## src/rtl/d_mem_bram.sv

```systemverilog
// Single-port CPU data memory on an inferred block RAM with a d_req/d_ack handshake.
// Optional post-reset zero-fill sweep is compiled in when D_MEM_CLEAR_EN is defined.
`ifndef DIRECTION_WRITE
`define DIRECTION_WRITE 1'b1
`endif

module d_mem_bram #(
  parameter int d_addr_width  = 8,
  parameter int d_data_width  = 8,
  parameter int d_mem_length  = 256,
  parameter int d_wait_states = 0
) (
  input  logic                    clk,
  input  logic                    rst,
  input  logic                    d_req,
  input  logic                    d_dir,
  input  logic [d_addr_width-1:0] d_addr,
  input  logic [d_data_width-1:0] d_wdata,
  output logic                    d_ack,
  output logic [d_data_width-1:0] d_rdata,
  output logic                    busy
);

  localparam int IDX_W = (d_mem_length > 1) ? $clog2(d_mem_length) : 1;
  localparam logic [3:0] WAIT_INIT = (d_wait_states > 0) ? 4'(d_wait_states - 1) : 4'd0;
  localparam logic [IDX_W-1:0] LAST_IDX = IDX_W'(d_mem_length - 1);

  typedef enum logic [1:0] {
    S_CLEAR = 2'd0,
    S_IDLE  = 2'd1,
    S_WAIT  = 2'd2,
    S_ACK   = 2'd3
  } state_t;

`ifdef D_MEM_CLEAR_EN
  localparam state_t RESET_STATE = S_CLEAR;
  localparam logic   RESET_BUSY  = 1'b1;
  logic [IDX_W-1:0] clr_addr_q, clr_addr_d;
`else
  localparam state_t RESET_STATE = S_IDLE;
  localparam logic   RESET_BUSY  = 1'b0;
`endif

  logic [d_data_width-1:0] mem_q [0:d_mem_length-1];

  state_t                  state_q, state_d;
  logic [3:0]              wcnt_q, wcnt_d;
  logic                    ack_q;
  logic                    busy_q;
  logic [d_data_width-1:0] rdata_q;

  logic                    in_range_s;
  logic                    is_write_s;
  logic                    mem_we_s;
  logic [IDX_W-1:0]        mem_waddr_s;
  logic [d_data_width-1:0] mem_wdata_s;
  logic                    rd_en_s;

  assign in_range_s = (32'(d_addr) < d_mem_length);
  assign is_write_s = (d_dir == `DIRECTION_WRITE);

  // Next-state logic and RAM port control.
  always_comb begin
    state_d     = state_q;
    wcnt_d      = wcnt_q;
    mem_we_s    = 1'b0;
    mem_waddr_s = d_addr[IDX_W-1:0];
    mem_wdata_s = d_wdata;
    rd_en_s     = 1'b0;
`ifdef D_MEM_CLEAR_EN
    clr_addr_d  = clr_addr_q;
`endif
    case (state_q)
`ifdef D_MEM_CLEAR_EN
      S_CLEAR: begin
        mem_we_s    = 1'b1;
        mem_waddr_s = clr_addr_q;
        mem_wdata_s = {d_data_width{1'b0}};
        if (clr_addr_q == LAST_IDX) begin
          state_d = S_IDLE;
        end else begin
          clr_addr_d = clr_addr_q + IDX_W'(1);
        end
      end
`endif
      S_IDLE: begin
        if (d_req) begin
          // Out-of-range writes are acknowledged but never reach the array.
          mem_we_s = is_write_s && in_range_s;
          rd_en_s  = !is_write_s;
          if (d_wait_states > 0) begin
            state_d = S_WAIT;
            wcnt_d  = WAIT_INIT;
          end else begin
            state_d = S_ACK;
          end
        end else begin
          state_d = S_IDLE;
        end
      end
      S_WAIT: begin
        if (wcnt_q == 4'd0) begin
          state_d = S_ACK;
        end else begin
          wcnt_d = wcnt_q - 4'd1;
        end
      end
      S_ACK: begin
        state_d = S_IDLE;
      end
      default: begin
        state_d = S_IDLE;
      end
    endcase
  end

  // Control registers; ack and busy are registered from the next state.
  always_ff @(posedge clk) begin
    if (rst) begin
      state_q    <= RESET_STATE;
      wcnt_q     <= 4'd0;
      ack_q      <= 1'b0;
      busy_q     <= RESET_BUSY;
      rdata_q    <= {d_data_width{1'b0}};
`ifdef D_MEM_CLEAR_EN
      clr_addr_q <= {IDX_W{1'b0}};
`endif
    end else begin
      state_q    <= state_d;
      wcnt_q     <= wcnt_d;
      ack_q      <= (state_d == S_ACK);
      busy_q     <= (state_d == S_CLEAR);
`ifdef D_MEM_CLEAR_EN
      clr_addr_q <= clr_addr_d;
`endif
      if (rd_en_s) begin
        rdata_q <= in_range_s ? mem_q[d_addr[IDX_W-1:0]] : {d_data_width{1'b0}};
      end else begin
        rdata_q <= rdata_q;
      end
    end
  end

  // RAM write port; no reset so the array maps onto block RAM.
  always_ff @(posedge clk) begin
    if (mem_we_s && !rst) begin
      mem_q[mem_waddr_s] <= mem_wdata_s;
    end
  end

  assign d_ack   = ack_q;
  assign d_rdata = rdata_q;
  assign busy    = busy_q;

endmodule

```

## config.mk

```make
export PLATFORM = sky130hd
export DESIGN_NAME = d_mem_bram
export DESIGN_NICKNAME = d
export VERILOG_FILES = /design/src/rtl/d_mem_bram.sv
export SDC_FILE = /design/constraint.sdc
export NUM_CORES = 2
export LEC_CHECK = 0
export ABC_CLOCK_PERIOD_IN_PS = 10000
export CAP_MARGIN = 20
export CELL_PAD_IN_SITES_DETAIL_PLACEMENT = 1
export CELL_PAD_IN_SITES_GLOBAL_PLACEMENT = 2
export CORE_MARGIN = 8
export CORE_UTILIZATION = 55
export DETAILED_ROUTE_END_ITERATION = 12
export PLACE_DENSITY_LB_ADDON = 0.1
export SYNTH_ARGS = -nofsm -noshare
export SYNTH_HDL_FRONTEND = slang
export SYNTH_SLANG_ARGS = --single-unit
```

## constraint.sdc

```tcl
create_clock -name clk -period 10 [get_ports clk]
set_input_delay 3 -clock clk [delete_from_list [all_inputs] [get_ports clk]]
set_output_delay 3 -clock clk [all_outputs]
set_load 0.01 [all_outputs]
```

[Yosys cells after proc, flatten, opt, wreduce, memory -nomap -nowiden]
Memory sizes are Yosys's and may differ from the RTL's. A register that Yosys moved wholly into a read port is not among the register bits.
Index checks and enable logic that the tools add are counted.
Widths: inputs -> output; s select.
Operators by class
  add/sub/neg operators: 1
  equality and inequality tests: 3
  muxes and demuxes: 9
  bitwise gates (word level): 1
  reduce and logical (&&, ||, !) cells: 6
Operators by type and width (number)
  $mux 1: 6
  $eq 2x2->1 const B: 2
  $logic_not 4->1: 1
  $mux 2: 2
  $pmux 2 s2: 1
  $sub 4x1->4 const B: 1
  $eq 2x1->1 const B: 1
  $logic_not 1->1: 2
  $logic_not 2->1: 1
  $reduce_and 2->1: 1
  $logic_and 1x1->1: 1
  $not 1->1: 1
Word-level totals
  flip-flop bits (word level): 8
  RAM bits: 2048
  bits of input ports: 20
  logic and storage cells: 25
  memories kept: 1
Memories
  mem_q: words 256, width 8, read ports 1, clocked after memory_dff 1, wr ports 1, line 44  | logic [d_data_width-1:0] mem_q [0:d_mem_length-1];

[Longest topological paths before layout]
  depth after elaboration: 5
  gate-level depth with buffers: 13
  depth with buffers taken out: 8

[Worst setup path before layout]
No wires, ideal clock.
  kind: input port to flip-flop
  start: input d_addr[5]
  end: memory mem_q[172][0], enable pin
  setup time: 395 ps
  arrival time: 5396 ps
  setup slack: 4210 ps
  stages: 7
  path buffers: 4
  path through: clkbuf_1 clkbuf_1 clkbuf_1 clkbuf_1 nor2b_1 nand2_1 nor4_1
RTL lines
  start: declaration: line 17  | input logic [d_addr_width-1:0] d_addr,
  end: declaration: line 44
Straight into the memory's write port.

==> metrics.yaml <==
status: "completed"
cts_max_level: 4
antenna_cells: 0
syn_area_um2: 80000
drive_above_1_share: 0.230
grt_pass1_vias: 40938
crit_fanout: 43
slew_viol_final: 0
antenna_found_initial: 7
setup_viol: 0
hold_ws_ns: 0.531
postRouteAntennaNets: 0
start_kind: "primary input"
rows: 140
cts_resized: 0
place_hpwl_um: 130000
power_leakage_nw: 27.5
crit_chain: "buf_8, buf_4, nand3b_1, o22a_1, o221ai_1, or3_1, a221oi_1, o21ai_0, a311oi_1"
drt_iter0_markers: 5154
dieArea_um2: 158000
fp.dieW_um: 397
crit_arrival_ns: 6.96
cts_setup_buffers: 0
irDropWorstVdd_mv: 0.193
synth_edf_count: 2048
tightest_slew_ns: 1.20
required_ns: 10.74
gp_congestion: 0.848
post-route-period-util: 0.622
clockBufferDepth: 3
cts_root_buf: "clkbuf_16"
cts.sinks: 2064
first_pass_iters: 5
path_delay_family: "compound AO/OA/AOI/OAI gates"
cap_violations: 0
ios: 30
areaGrowthSynthToFinish_pct: 11.4
cts_tree: "built"
path_class: "in -> reg"
finalSetupTns_ns: 0
port_buffers: 29
fin_skew_ns: 0.0345
end_kind: "flop"
dp_cells: 5568
vias_per_cell: 6.66
track_usage: 0.276
num-nets-final: 3885
slowest_delay_ns: 0.76
ys_warn_count: 0
grt-ovfl-total: 0
cts_buffers: 201
clk_pin_slew_ns: 0.07
synth_area_per_cell_um2: 21.2
max_freq_ghz: 0.161
post_drt_wl_per_cell_um: 36.6
hp-class: "reg -> reg"
ys.flop_type: "edfxtp_1"
grt_max_degree: 168
postCtsHoldBufs: 0
die_h_um: 397
relSlewSlack: 0.196
fin_crit_ns: 6.22
core-area_um2: 145000
synthesis.nets: 3801
post_layout_nonfiller_instances: 5949
critPathBufInv: 2
synth_seq_cells: 2064
ys_async_sr_fraction: 0
power_density_nw_per_um2: 204
seq_area_frac_synth: 0.773
finalWirelength_um: 218000
rsz0062_at_grt: "false"
synth.distinct_cells: 59
drc: 0
clock_latency_ns: 0.83
start_util: 0.552
cp_slowest_cell: "buf_4"
grt_pass1_wl_um: 311000
final_hold_viol_count: 0
synth_cells: 3777
vias: 39597
==> synth_stat cells (20+ instances only) <==
| master | n | area share |
|---|---|---|
| buf_4 | 43 | 0.0040 |
| buf_2 | 72 | 0.0045 |
| o22a_1 | 20 | 0.0022 |
| edfxtp_1 | 2048 | 0.77 |
| o22ai_1 | 72 | 0.0056 |
| o21ai_0 | 42 | 0.0026 |
| nor2_1 | 296 | 0.014 |
| nor3_1 | 20 | 0.0013 |
| nor2b_1 | 21 | 0.0016 |
| mux2i_1 | 127 | 0.016 |
| mux2_2 | 30 | 0.0042 |
| a22oi_1 | 44 | 0.0041 |
| clkbuf_1 | 90 | 0.0042 |
| mux4_2 | 488 | 0.14 |
| nand3_1 | 40 | 0.0025 |
| nand2_1 | 90 | 0.0042 |
| a21oi_1 | 36 | 0.0023 |
==> stage by stage <==
stage | utilization | total power [mW] | instance area, um2 | setup slack, ns
2_1_floorplan | - | 10.2 | 80000 | 4.21
3_3_place_gp | 0.567 | 10.6 | 82300 | 2.73
3_5_place_dp | 0.568 | 10.6 | 82300 | 2.98
4_1_cts | 0.614 | 18.3 | 89100 | 3.82
5_1_grt | 0.615 | 18.5 | 89100 | 3.55
6_report | 0.615 | 18.2 | 89100 | 3.78
==> report_power, final <==
group / total (mW) / internal [mW] / switching [mW]
combinational: 0.877 / 0.290 / 0.587
clock: 7.77 / 4.49 / 3.28
sequential: 9.52 / 9.52 / 0.00843
total: 18.2 / 14.3 / 3.87
==> per-layer routing <==
layer / share of wire / track usage / vias up
met1: 0.41 / 0.397 / 21347
met2: 0.48 / 0.438 / 1987
met3: 0.083 / 0.0543 / 331
met4: 0.028 / 0.0757 / 2
met5: 0.000060 / 0 / -
li1: - / - / 15930
==> sequential cells by signal (all words and copies together) (netlist names) <==
name     cells
d_rdata      8
busy         1
state_q      2
mem_q     2048
wcnt_q       4
d_ack        1
==> cells in the final DEF, fill, tap and decap left out, types with 42 or more instances in the layout <==
cell type  instances
mux4_2           488
a22oi_1           44
clkbuf_16        203
mux2i_1          127
edfxtp_1        2048
buf_4             56
o21ai_0           42
o22ai_1           72
nor2_1           295
nand2_1           86
==> final cells by class <==
type / count / area, um2
flip-flops and latches: 2064 / 61800
repair buffers: 107 / 1090
inverters: 6 / 22.5
clock buffers: 242 / 5240
fillers: 11754 / 55900
well taps: 1917 / 2400
clock inverters: 132 / 1500
multi-input cells: 1481 / 17100
==> worst paths after layout <==
| path | from | end | slack [ns] | depth (start not counted) |
|---|---|---|---|---|
| setup / recovery | d_addr[0] | d_rdata[0]$_SDFFE_PP0P_ | 3.78 | 9 |
| hold / removal | d_rdata[3]$_SDFFE_PP0P_ | d_rdata[3]$_SDFFE_PP0P_ | 0.53 | 2 |
| setup reg to reg | state_q[1]$_SDFF_PP0_ | mem_q[102][5]$_DFFE_PP_ | 6.35 | 7 |
| hold reg to reg | d_rdata[3]$_SDFFE_PP0P_ | d_rdata[3]$_SDFFE_PP0P_ | 0.53 | 2 |
==> kinds of logic (layout without fill, tap and decap cells) <==
| kind of cell | after synthesis | count (layout) | share of synthesized area |
|---|---|---|---|
| buffers and inverters | 232 | 487 | 0.0148 |
| flip-flops | 2064 | 2064 | 0.773 |
| XOR/XNOR | 3 | 3 | 0.000329 |
| adder cells (fa/ha/maj) | 4 | 4 | 0.000626 |
| multiplexers | 645 | 645 | 0.158 |
| AND/OR/NAND/NOR | 534 | 534 | 0.0291 |
| AO/OA/AOI/OAI | 295 | 295 | 0.0249 |
==> worst register-to-register path: stages, from the launching register on <==
cell	delay [ns]
dfxtp_1	0.33
inv_1	0.06
ha_1	0.19
nand2_1	0.24
nor3b_4	0.34
buf_16	0.20
nand3_2	0.89
nor2_1	1.02
Power figures use the tool's default switching activity.
